[src/rtl/d05200_otp_pkg.sv]
// Shared types and default timing for the d05200 OTP macro sequencers (program and read paths).
package d05200_otp_pkg;

  typedef enum logic [2:0] {
    S_IDLE,
    S_CHKEN,
    S_SETUP,
    S_PULSE,
    S_HOLD,
    S_VERIFY,
    S_CHECK,
    S_DONE
  } state_e;

  typedef enum logic [1:0] {
    ST_OK    = 2'b00,
    ST_LOCK  = 2'b01,
    ST_VFAIL = 2'b10,
    ST_ABORT = 2'b11
  } status_e;

  localparam int unsigned DEF_SETUP_CYC = 4;
  localparam int unsigned DEF_PULSE_CYC = 200;
  localparam int unsigned DEF_HOLD_CYC  = 4;
  localparam int unsigned DEF_READ_CYC  = 3;
  localparam int unsigned DEF_MAX_RETRY = 3;

  function automatic int unsigned max4(input int unsigned a, input int unsigned b,
                                       input int unsigned c, input int unsigned d);
    int unsigned m;
    m = a;
    if (b > m) m = b;
    if (c > m) m = c;
    if (d > m) m = d;
    return m;
  endfunction

  // Counter is loaded with (cycles - 1), so clog2(max) bits always suffice.
  function automatic int unsigned tmr_width(input int unsigned max_cyc);
    return (max_cyc > 2) ? $clog2(max_cyc) : 1;
  endfunction

endpackage

[src/rtl/d05200_otp_prog_if.sv]
// Command-side request/response and OTP macro pins of the program sequencer.
interface d05200_otp_prog_if;
  logic       PROG_EN;
  logic       ABORT;
  logic       REQ;
  logic [6:0] ADDR;
  logic [7:0] DATA;
  logic       BUSY;
  logic       DONE;
  logic [1:0] STATUS;
  logic [7:0] RDATA;
  logic       OTP_CS;
  logic       OTP_READ;
  logic       OTP_PROG;
  logic [6:0] OTP_ADDR;
  logic [7:0] OTP_DATI;
  logic [7:0] OTP_DATO;

  modport master (
    output PROG_EN, ABORT, REQ, ADDR, DATA, OTP_DATO,
    input  BUSY, DONE, STATUS, RDATA, OTP_CS, OTP_READ, OTP_PROG, OTP_ADDR, OTP_DATI
  );

  modport slave (
    input  PROG_EN, ABORT, REQ, ADDR, DATA, OTP_DATO,
    output BUSY, DONE, STATUS, RDATA, OTP_CS, OTP_READ, OTP_PROG, OTP_ADDR, OTP_DATI
  );
endinterface

[src/rtl/d05200_otp_tmr.sv]
// Loadable down-counter that stops at zero; shared by the OTP program and read sequencers.
module d05200_otp_tmr #(
  parameter int unsigned W = 8
) (
  input  logic         clk,
  input  logic         rst_n,
  input  logic         load,
  input  logic [W-1:0] load_val,
  output logic         zero
);

  logic [W-1:0] cnt_d, cnt_q;

  assign zero = (cnt_q == '0);

  // NOTE: give every always_comb output a default first so no latch is inferred.
  always_comb begin
    cnt_d = cnt_q;
    if (load) begin
      cnt_d = load_val;
    end else if (!zero) begin
      cnt_d = cnt_q - 1'b1;
    end
  end

  // NOTE: sequential state uses non-blocking assignments; reset is synchronous, sampled on the clock.
  always_ff @(posedge clk) begin
    if (!rst_n) begin
      cnt_q <= '0;
    end else begin
      cnt_q <= cnt_d;
    end
  end

endmodule

[src/rtl/d05200_otp_prog.sv]
// OTP byte-program sequencer: setup, PROG pulse, hold, read-back verify with bounded retry.
// Optional macro D05200_OTP_VERIFY_EN enables the VERIFY/CHECK/retry flow.
module d05200_otp_prog
  import d05200_otp_pkg::*;
#(
  parameter int unsigned SETUP_CYC = DEF_SETUP_CYC,
  parameter int unsigned PULSE_CYC = DEF_PULSE_CYC,
  parameter int unsigned HOLD_CYC  = DEF_HOLD_CYC,
  parameter int unsigned READ_CYC  = DEF_READ_CYC,
  parameter int unsigned MAX_RETRY = DEF_MAX_RETRY
) (
  input logic              HCLK,
  input logic              RESET,
  d05200_otp_prog_if.slave bus
);

  localparam int unsigned MAX_CYC = max4(SETUP_CYC, PULSE_CYC, HOLD_CYC, READ_CYC);
  localparam int unsigned TW      = tmr_width(MAX_CYC);

  localparam logic [TW-1:0] SETUP_LD = TW'(SETUP_CYC - 1);
  localparam logic [TW-1:0] PULSE_LD = TW'(PULSE_CYC - 1);
  localparam logic [TW-1:0] HOLD_LD  = TW'(HOLD_CYC - 1);
  localparam logic [TW-1:0] READ_LD  = TW'(READ_CYC - 1);

  state_e        state_d, state_q;
  status_e       status_d, status_q;
  logic [7:0]    rdata_d, rdata_q;
  logic [6:0]    addr_d, addr_q;
  logic [7:0]    data_d, data_q;
  logic          abort_d, abort_q;
  logic          tmr_load, tmr_zero;
  logic [TW-1:0] tmr_val;
  logic          busy;

`ifdef D05200_OTP_VERIFY_EN
  logic [2:0]    retry_d, retry_q;
`else
  logic          unused_sink;
  assign unused_sink = ^{bus.OTP_DATO, 3'(MAX_RETRY)};
`endif

  d05200_otp_tmr #(.W(TW)) u_tmr (
    .clk      (HCLK),
    .rst_n    (RESET),
    .load     (tmr_load),
    .load_val (tmr_val),
    .zero     (tmr_zero)
  );

  // State register and captured request/result.
  always_ff @(posedge HCLK) begin
    if (!RESET) begin
      state_q  <= S_IDLE;
      status_q <= ST_OK;
      rdata_q  <= '0;
      addr_q   <= '0;
      data_q   <= '0;
      abort_q  <= 1'b0;
`ifdef D05200_OTP_VERIFY_EN
      retry_q  <= '0;
`endif
    end else begin
      state_q  <= state_d;
      status_q <= status_d;
      rdata_q  <= rdata_d;
      addr_q   <= addr_d;
      data_q   <= data_d;
      abort_q  <= abort_d;
`ifdef D05200_OTP_VERIFY_EN
      retry_q  <= retry_d;
`endif
    end
  end

  // Next state; ABORT during PULSE is deferred so the pulse is followed by a full HOLD.
  always_comb begin
    state_d  = state_q;
    status_d = status_q;
    rdata_d  = rdata_q;
    addr_d   = addr_q;
    data_d   = data_q;
    abort_d  = abort_q;
`ifdef D05200_OTP_VERIFY_EN
    retry_d  = retry_q;
`endif
    unique case (state_q)
      S_IDLE: begin
        if (bus.REQ) begin
          state_d  = S_CHKEN;
          addr_d   = bus.ADDR;
          data_d   = bus.DATA;
          abort_d  = 1'b0;
          status_d = ST_OK;
          rdata_d  = '0;
`ifdef D05200_OTP_VERIFY_EN
          retry_d  = '0;
`endif
        end
      end
      S_CHKEN: begin
        if (!bus.PROG_EN) begin
          state_d  = S_DONE;
          status_d = ST_LOCK;
        end else begin
          state_d  = S_SETUP;
        end
      end
      S_SETUP: begin
        if (bus.ABORT) begin
          state_d  = S_DONE;
          status_d = ST_ABORT;
        end else if (tmr_zero) begin
          state_d  = S_PULSE;
        end
      end
      S_PULSE: begin
        if (bus.ABORT) begin
          state_d = S_HOLD;
          abort_d = 1'b1;
        end else if (tmr_zero) begin
          state_d = S_HOLD;
        end
      end
      S_HOLD: begin
        abort_d = abort_q | bus.ABORT;
        if (tmr_zero) begin
          if (abort_d) begin
            state_d  = S_DONE;
            status_d = ST_ABORT;
          end else begin
`ifdef D05200_OTP_VERIFY_EN
            state_d  = S_VERIFY;
`else
            state_d  = S_DONE;
            status_d = ST_OK;
`endif
          end
        end
      end
`ifdef D05200_OTP_VERIFY_EN
      S_VERIFY: begin
        if (bus.ABORT) begin
          state_d  = S_DONE;
          status_d = ST_ABORT;
        end else if (tmr_zero) begin
          state_d = S_CHECK;
          rdata_d = bus.OTP_DATO;
        end
      end
      S_CHECK: begin
        // A bit set that should be clear can never be undone by another pulse.
        if (rdata_q == data_q) begin
          state_d  = S_DONE;
          status_d = ST_OK;
        end else if ((rdata_q & ~data_q) != '0) begin
          state_d  = S_DONE;
          status_d = ST_VFAIL;
        end else if (retry_q < 3'(MAX_RETRY)) begin
          state_d  = S_PULSE;
          retry_d  = retry_q + 1'b1;
        end else begin
          state_d  = S_DONE;
          status_d = ST_VFAIL;
        end
      end
`endif
      S_DONE:  state_d = S_IDLE;
      default: state_d = S_IDLE;
    endcase
  end

  // The shared timer is reloaded with the duration of whichever state is being entered.
  always_comb begin
    tmr_load = (state_d != state_q);
    tmr_val  = '0;
    case (state_d)
      S_SETUP:  tmr_val = SETUP_LD;
      S_PULSE:  tmr_val = PULSE_LD;
      S_HOLD:   tmr_val = HOLD_LD;
      S_VERIFY: tmr_val = READ_LD;
      default:  tmr_val = '0;
    endcase
  end

  // Moore outputs decoded from the state register.
  always_comb begin
    busy         = (state_q != S_IDLE);
    bus.BUSY     = busy;
    bus.DONE     = (state_q == S_DONE);
    bus.STATUS   = status_q;
    bus.RDATA    = rdata_q;
    bus.OTP_CS   = state_q inside {S_SETUP, S_PULSE, S_HOLD, S_VERIFY, S_CHECK};
    bus.OTP_PROG = (state_q == S_PULSE);
`ifdef D05200_OTP_VERIFY_EN
    bus.OTP_READ = (state_q == S_VERIFY);
`else
    bus.OTP_READ = 1'b0;
`endif
    bus.OTP_ADDR = busy ? addr_q : '0;
    bus.OTP_DATI = busy ? data_q : '0;
  end

endmodule

[src/flat_wrapper.sv]
// flat-port wrapper written by rule: the top's interface ports become plain ports
module d05200_otp_prog_flat import d05200_otp_pkg::*;
#(
  parameter int unsigned SETUP_CYC = DEF_SETUP_CYC,
  parameter int unsigned PULSE_CYC = DEF_PULSE_CYC,
  parameter int unsigned HOLD_CYC  = DEF_HOLD_CYC,
  parameter int unsigned READ_CYC  = DEF_READ_CYC,
  parameter int unsigned MAX_RETRY = DEF_MAX_RETRY
)
  (HCLK, RESET, bus_PROG_EN, bus_ABORT, bus_REQ, bus_ADDR, bus_DATA, bus_OTP_DATO, bus_BUSY, bus_DONE, bus_STATUS, bus_RDATA, bus_OTP_CS, bus_OTP_READ, bus_OTP_PROG, bus_OTP_ADDR, bus_OTP_DATI);
  d05200_otp_prog_if bus_i ();
  input logic HCLK;
  input logic RESET;
  input wire logic [$bits(bus_i.PROG_EN)-1:0] bus_PROG_EN;
  input wire logic [$bits(bus_i.ABORT)-1:0] bus_ABORT;
  input wire logic [$bits(bus_i.REQ)-1:0] bus_REQ;
  input wire logic [$bits(bus_i.ADDR)-1:0] bus_ADDR;
  input wire logic [$bits(bus_i.DATA)-1:0] bus_DATA;
  input wire logic [$bits(bus_i.OTP_DATO)-1:0] bus_OTP_DATO;
  output wire logic [$bits(bus_i.BUSY)-1:0] bus_BUSY;
  output wire logic [$bits(bus_i.DONE)-1:0] bus_DONE;
  output wire logic [$bits(bus_i.STATUS)-1:0] bus_STATUS;
  output wire logic [$bits(bus_i.RDATA)-1:0] bus_RDATA;
  output wire logic [$bits(bus_i.OTP_CS)-1:0] bus_OTP_CS;
  output wire logic [$bits(bus_i.OTP_READ)-1:0] bus_OTP_READ;
  output wire logic [$bits(bus_i.OTP_PROG)-1:0] bus_OTP_PROG;
  output wire logic [$bits(bus_i.OTP_ADDR)-1:0] bus_OTP_ADDR;
  output wire logic [$bits(bus_i.OTP_DATI)-1:0] bus_OTP_DATI;
  assign bus_i.PROG_EN = bus_PROG_EN;
  assign bus_i.ABORT = bus_ABORT;
  assign bus_i.REQ = bus_REQ;
  assign bus_i.ADDR = bus_ADDR;
  assign bus_i.DATA = bus_DATA;
  assign bus_i.OTP_DATO = bus_OTP_DATO;
  assign bus_BUSY = bus_i.BUSY;
  assign bus_DONE = bus_i.DONE;
  assign bus_STATUS = bus_i.STATUS;
  assign bus_RDATA = bus_i.RDATA;
  assign bus_OTP_CS = bus_i.OTP_CS;
  assign bus_OTP_READ = bus_i.OTP_READ;
  assign bus_OTP_PROG = bus_i.OTP_PROG;
  assign bus_OTP_ADDR = bus_i.OTP_ADDR;
  assign bus_OTP_DATI = bus_i.OTP_DATI;
  d05200_otp_prog #(.SETUP_CYC(SETUP_CYC), .PULSE_CYC(PULSE_CYC), .HOLD_CYC(HOLD_CYC), .READ_CYC(READ_CYC), .MAX_RETRY(MAX_RETRY)) u_core (.HCLK(HCLK), .RESET(RESET), .bus(bus_i));
endmodule
[config.mk]
export PLATFORM = sky130hd
export DESIGN_NAME = d05200_otp_prog_flat
export DESIGN_NICKNAME = d
export VERILOG_FILES = /design/src/rtl/d05200_otp_pkg.sv /design/src/rtl/d05200_otp_prog_if.sv /design/src/rtl/d05200_otp_tmr.sv /design/src/rtl/d05200_otp_prog.sv /design/src/flat_wrapper.sv
export SDC_FILE = /design/constraint.sdc
export NUM_CORES = 1
export LEC_CHECK = 0
export ABC_AREA = 1
export BUFFER_PORTS_ARGS = -buffer_cell sky130_fd_sc_hd__buf_4
export CAP_MARGIN = 5
export CORE_UTILIZATION = 49
export DETAILED_ROUTE_END_ITERATION = 8
export PLACE_DENSITY = 0.79
export SLEW_MARGIN = 20
export SYNTH_ARGS = -nofsm -noshare
export SYNTH_HDL_FRONTEND = slang
export SYNTH_SLANG_ARGS = --single-unit
[constraint.sdc]
create_clock -name HCLK -period 2 [get_ports HCLK]
set_input_delay 0.2 -clock HCLK [delete_from_list [all_inputs] [get_ports HCLK]]
set_output_delay 0.2 -clock HCLK [all_outputs]
set_load 0.05 [all_outputs]
# Word level (Yosys, flattened, before mapping)
# Index checks and enable logic that the tools add are counted.
# totals
register_bits	29
out_inout_bits	30
# op_classes
muxes	22
bitwise_logic	1
n_reduce_logical	10
eq_ne	18
add_sub_neg	1
# op_table
cell	n
$mux 8	3
$pmux 8 s3	1
$mux 3	7
$eq 3x3->1 const B	6
$pmux 3 s5	1
$eq 3x2->1 const B	4
$mux 2	5
$logic_not 8->1	1
$ne 2x2->1 const B	4
$pmux 2 s4	1
$sub 8x1->8 const B	1
$mux 7	1
$reduce_bool 3->1	2
$reduce_and 5->1	1
$reduce_bool 5->1	1
$ne 2x1->1 const B	2
$reduce_bool 4->1	1
$eq 3x1->1 const B	1
$logic_not 3->1	1
$ne 3x3->1	1
$pmux 1 s3	1
$reduce_and 3->1	1
$mux 1	2
$reduce_and 2->1	1
2 further kinds	2

# Logic depth before layout (Yosys ltp)
# depth
word_depth	8
mapped_depth	15
depth_no_buf	14

# By module
# From an unflattened synthesis, not the netlist that was laid out.
# unflattened
cells_unflattened	255
area_unflattened_um2	1662.8
# modules_own_cells
module	instances	seq_area_each_um2	cells_each	area_each_um2
d05200_otp_prog	1	420.4	184	1199.9
d05200_otp_tmr	1	160.2	71	462.9

# Least setup slack after synthesis
# Ideal clock, no wire load.
# synth_path
path_type	register to register
start	register u_core.state_q[0]
end	register u_core.u_tmr.cnt_q[0]
path_stages_with_launch	10
t_arrival_ns	1.893
required_time_ns	1.882
setup_time_ns	0.118
path_buffers	0
slack_ns	-0.010
path_cell_list	dfxtp_1 -> nand2_1 -> nor2_1 -> a21oi_1 -> nand2_1 -> inv_1 -> nor2_1 -> nand2_2 -> nand2_1 -> a21oi_2
# synth_via
word_cells_on_any_way	21
# synth_lines
item	line_no	source
start, declared	d05200_otp_prog.sv:25	state_e state_d, state_q;
start signal, assigned	d05200_otp_prog.sv:63	state_q <= state_d;
$eq 3x2->1 (*)	n/a	
net bus_OTP_PROG	flat_wrapper.sv:26	output wire logic [$bits(bus_i.OTP_PROG)-1:0] bus_OTP_PROG;
$pmux 3 s5 (*)	d05200_otp_prog.sv:86	unique case (state_q)
$eq 3x2->1 or $eq 3x3->1 (tied branches)	d05200_otp_prog.sv:176	case (state_d)
$reduce_or 2->1 (no line)	n/a	
$pmux 8 s3	d05200_otp_prog.sv:176	
$mux 8	d05200_otp_tmr.sv:19	if (load) begin
end signal, assigned	d05200_otp_tmr.sv:31	cnt_q <= cnt_d;
end, declared	d05200_otp_tmr.sv:12	logic [W-1:0] cnt_d, cnt_q;
# Mark *: on every way through the listed nets, which the timed path passes. The rest lies on a longest branch.
# A chain may end at the register's enable or synchronous reset.

# Worst setup path after layout
# layout_path
start	register u_core.u_tmr.cnt_q[1]
end	register u_core.u_tmr.cnt_q[6]
# layout_via
elab_chain_cells	8
word_cells_on_any_way	18
# layout_lines
item	line_no	source
$logic_not 8->1	d05200_otp_tmr.sv:14	assign zero = (cnt_q == '0);
$mux 3 (on tied branches)	d05200_otp_prog.sv:120, d05200_otp_prog.sv:112	
$mux 3 (on tied branches)	d05200_otp_prog.sv:117, d05200_otp_prog.sv:109	
$pmux 3 s5	d05200_otp_prog.sv:86	
$eq 3x2->1 or $eq 3x3->1 (tied branches)	d05200_otp_prog.sv:176	
$reduce_or 2->1 (no line)	n/a	
$pmux 8 s3	d05200_otp_prog.sv:176	
$mux 8	d05200_otp_tmr.sv:19	
# Parallel ways exist; a longest one is shown, timed or not. The select of a mux whose other input is x is not followed.

==> results_dict.tcl <==
set metrics [dict create \
    overflow 0 \
    critPathLaunchType "flip-flop" \
    nets 310 \
    layout_common_cells "42 x buf_4, 33 x inv_1, 31 x nor2_1" \
    die-height_microns 60.1 \
    clock_latency_ns 0.32 \
    timing.setup.tns_ns 0 \
    synth_edf_count 0 \
    htreeDepth 2 \
    ys_ff_latch 29 \
    port_buffers 40 \
    core_region_area_sq_mm 0.00313 \
    hold_viol_final 0 \
    gp_congestion 0.855 \
    first_global_vias 1330 \
    clk_pin_slew_ns 0.08 \
    synthArstFlopShare_pct 0 \
    die_width_microns 60.1 \
    area_growth_pct 24.8 \
    clockBufferDepth 2 \
    setup_viol 0 \
    critPathMaxFanout 6 \
    multi_input_area_sq_um 867 \
    fillers 290 \
    initial_core_util_pct 52.8 \
    synth_area_per_cell_sq_um 6.94 \
    ys_seq_area_share_pct 35.1 \
    layout_min_cycle_time_ns 1.82 \
    holdPathEnd "u_core.data_q[3]" \
    cts_tree "done" \
    vias 1498 \
    timing.rr.start "u_core.u_tmr.cnt_q[1]" \
    synthCells 238 \
    final_max_slew_viol_count 0 \
    fmax_mhz 549 \
    dp_hpwl_microns 2420 \
    r2r-end "u_core.u_tmr.cnt_q[6]" \
    yosysWarnings 0 \
    seq_area_sq_um 581 \
    reg2reg_depth 13 \
    min_period_over_period_pct 91.1 \
    drtAntennaViolNets 0 \
    hold_buffers 0 \
    cp_slowest_cell "dfxtp_1" \
    antenna_found_initial 0 \
    io_pins 58 \
    drc 0 \
    grt.total_usage_pct 21.3 \
    num_antenna_cells 0 \
    dr.pass1.iters 4 \
    grt_pass1_wl_microns 5590 \
    num_rows 20 \
    worstPathRequired_ns 2.23 \
    finClkSkew_ns 0.00281 \
    cts-root-buf "clkbuf_4" \
    outcome "finished clean" \
    cts.sinks 29 \
    post-route-util_pct 65.9 \
    drive_gt1_share_pct 31.7 \
    hp-start "bus_DATA[3]" \
    dp_cells 317 \
    timing.critical_path.buf_inv 2 \
    worst_ep_arrival_time_ns 2.05 \
    wl_microns 3210 \
    numCtsBuffers 5 \
    synth_area_sq_mm 0.00165 \
    synth_flop_cell "dfxtp_1" \
    maxCapViolCount 0 \
    yosysUniqueCellTypes 33 \
    critPathCaptureType "flip-flop" \
    vias_per_cell 4.61 \
    grt_max_degree 31 \
    drt_iter0_markers 61 \
    critPathMaxStageDelay_ns 0.35 \
    fin_cells 325 \
    rsz0062_at_grt "no" \
    die-area_sq_mm 0.00361 \
    crit_chain "inv_1 > ha_2 > nand2_2 > o21ai_1 > nand2_1 > nand3_2 > nand2_1 > nand2_2 > nand2_4 > inv_4 > nand2_2 > nand2_1 > nor2_1" \
    hp-class "primary input to flip-flop" \
    mostFrequentLayoutCell "buf_4" \
    crit_family "simple AND/OR/NAND/NOR gates" \
    whs_path_depth 3 \
    wl_per_cell_microns 9.87 \
    r2r_slack_ns 0.18 \
    worstSetupPathType "flip-flop to flip-flop" \
]
routing by layer:
layer / vias to the layer above / GRT usage, % / wire length [microns] / part of all wire [%]
li1: 812 / - / - / -
met1: 644 / 26.8 / 1490 / 46
met2: 37 / 32.5 / 1460 / 46
met3: 5 / 8.66 / 199 / 6.2
met4: 0 / 7.97 / 54 / 1.7
met5: - / 0 / 0 / 0
worst register-to-register path: stages (launching register included):
cell and delay, ns:
dfxtp_1 0.35, inv_1 0.06, ha_2 0.22, nand2_2 0.11, o21ai_1 0.21, nand2_1 0.12
nand3_2 0.12, nand2_1 0.08, nand2_2 0.14, nand2_4 0.09, inv_4 0.07, nand2_2 0.05
nand2_1 0.08, nor2_1 0.04
registers in the layout, indices dropped and copies added (netlist names):
signal	count
u_core.state_q	3
u_core.data_q	8
u_core.bus.STATUS	2
u_core.u_tmr.cnt_q	8
u_core.addr_q	7
u_core.abort_q	1
repair_timing:
item                       in CTS  in global routing
buffers inserted                0                  1
setup endpoints to repair       0                 10
gates resized for setup         0                  3
layout make-up:
cell class | instances | share of cell area (%)
repair buffers | 44 | 17.2
multi-input cells | 162 | 42.1
inverters | 39 | 7.22
well taps | 44 | 2.67
flip-flops and latches | 29 | 28.2
clock buffers | 7 | 2.67
how the worst max path moves through the flow:
stage | startpoint | depth (start not counted) | endpoint | slack, ns
4_1_cts | u_core.u_tmr.cnt_q[1] | 13 | u_core.u_tmr.cnt_q[6] | 0.09
2_1_floorplan | u_core.state_q[0] | 4 | bus_OTP_CS | 0.15
5_1_grt | u_core.u_tmr.cnt_q[1] | 13 | u_core.u_tmr.cnt_q[6] | 0.03
6_report | u_core.u_tmr.cnt_q[1] | 13 | u_core.u_tmr.cnt_q[6] | 0.18
3_5_place_dp | u_core.u_tmr.cnt_q[1] | 13 | u_core.u_tmr.cnt_q[6] | 0.11
3_3_place_gp | u_core.u_tmr.cnt_q[1] | 13 | u_core.u_tmr.cnt_q[2] | 0.16
synthesized netlist by cell type (2+ instances only):
cell	number	area [sq um]
nor2_4	4	45.0
nand2_2	10	62.6
clkbuf_1	5	18.8
or2_2	2	12.5
nor4_1	2	12.5
a21oi_2	2	17.5
nand2_1	27	101
nand4_1	2	12.5
inv_1	33	124
xnor2_1	2	17.5
nor2_2	6	37.5
o21ai_0	17	85.1
a21oi_1	18	90.1
dfxtp_1	29	581
nand3_1	11	55.1
buf_4	10	75.1
nor3_1	2	10.0
nand2_4	2	22.5
inv_2	5	18.8
nor2_1	32	120
xor2_1	5	43.8
per-stage QoR:
| step | area, sq um | hold slack [ns] | setup WS [ns] |
|---|---|---|---|
| floorplan | 1690 | 0.393 | 0.148 |
| CTS | 2030 | 0.147 | 0.0914 |
| detailed placement | 1980 | 0.444 | 0.114 |
| global route | 2060 | 0.142 | 0.0299 |
| global placement | 1980 | 0.440 | 0.157 |
| finish | 2060 | 0.150 | 0.177 |
logic make-up after synthesis:
kind of cell | Yosys count | share of synthesized area (%)
AO/OA/AOI/OAI | 42 | 13.8
XOR/XNOR | 7 | 3.71
adder cells (fa/ha/maj) | 1 | 0.757
buffers and inverters | 55 | 15.0
flip-flops | 29 | 35.1
other | 1 | 0.227
AND/OR/NAND/NOR | 103 | 31.4
Power is not shown: default switching activity piles up to over one toggle a cycle in this logic, so the estimate is an artifact.
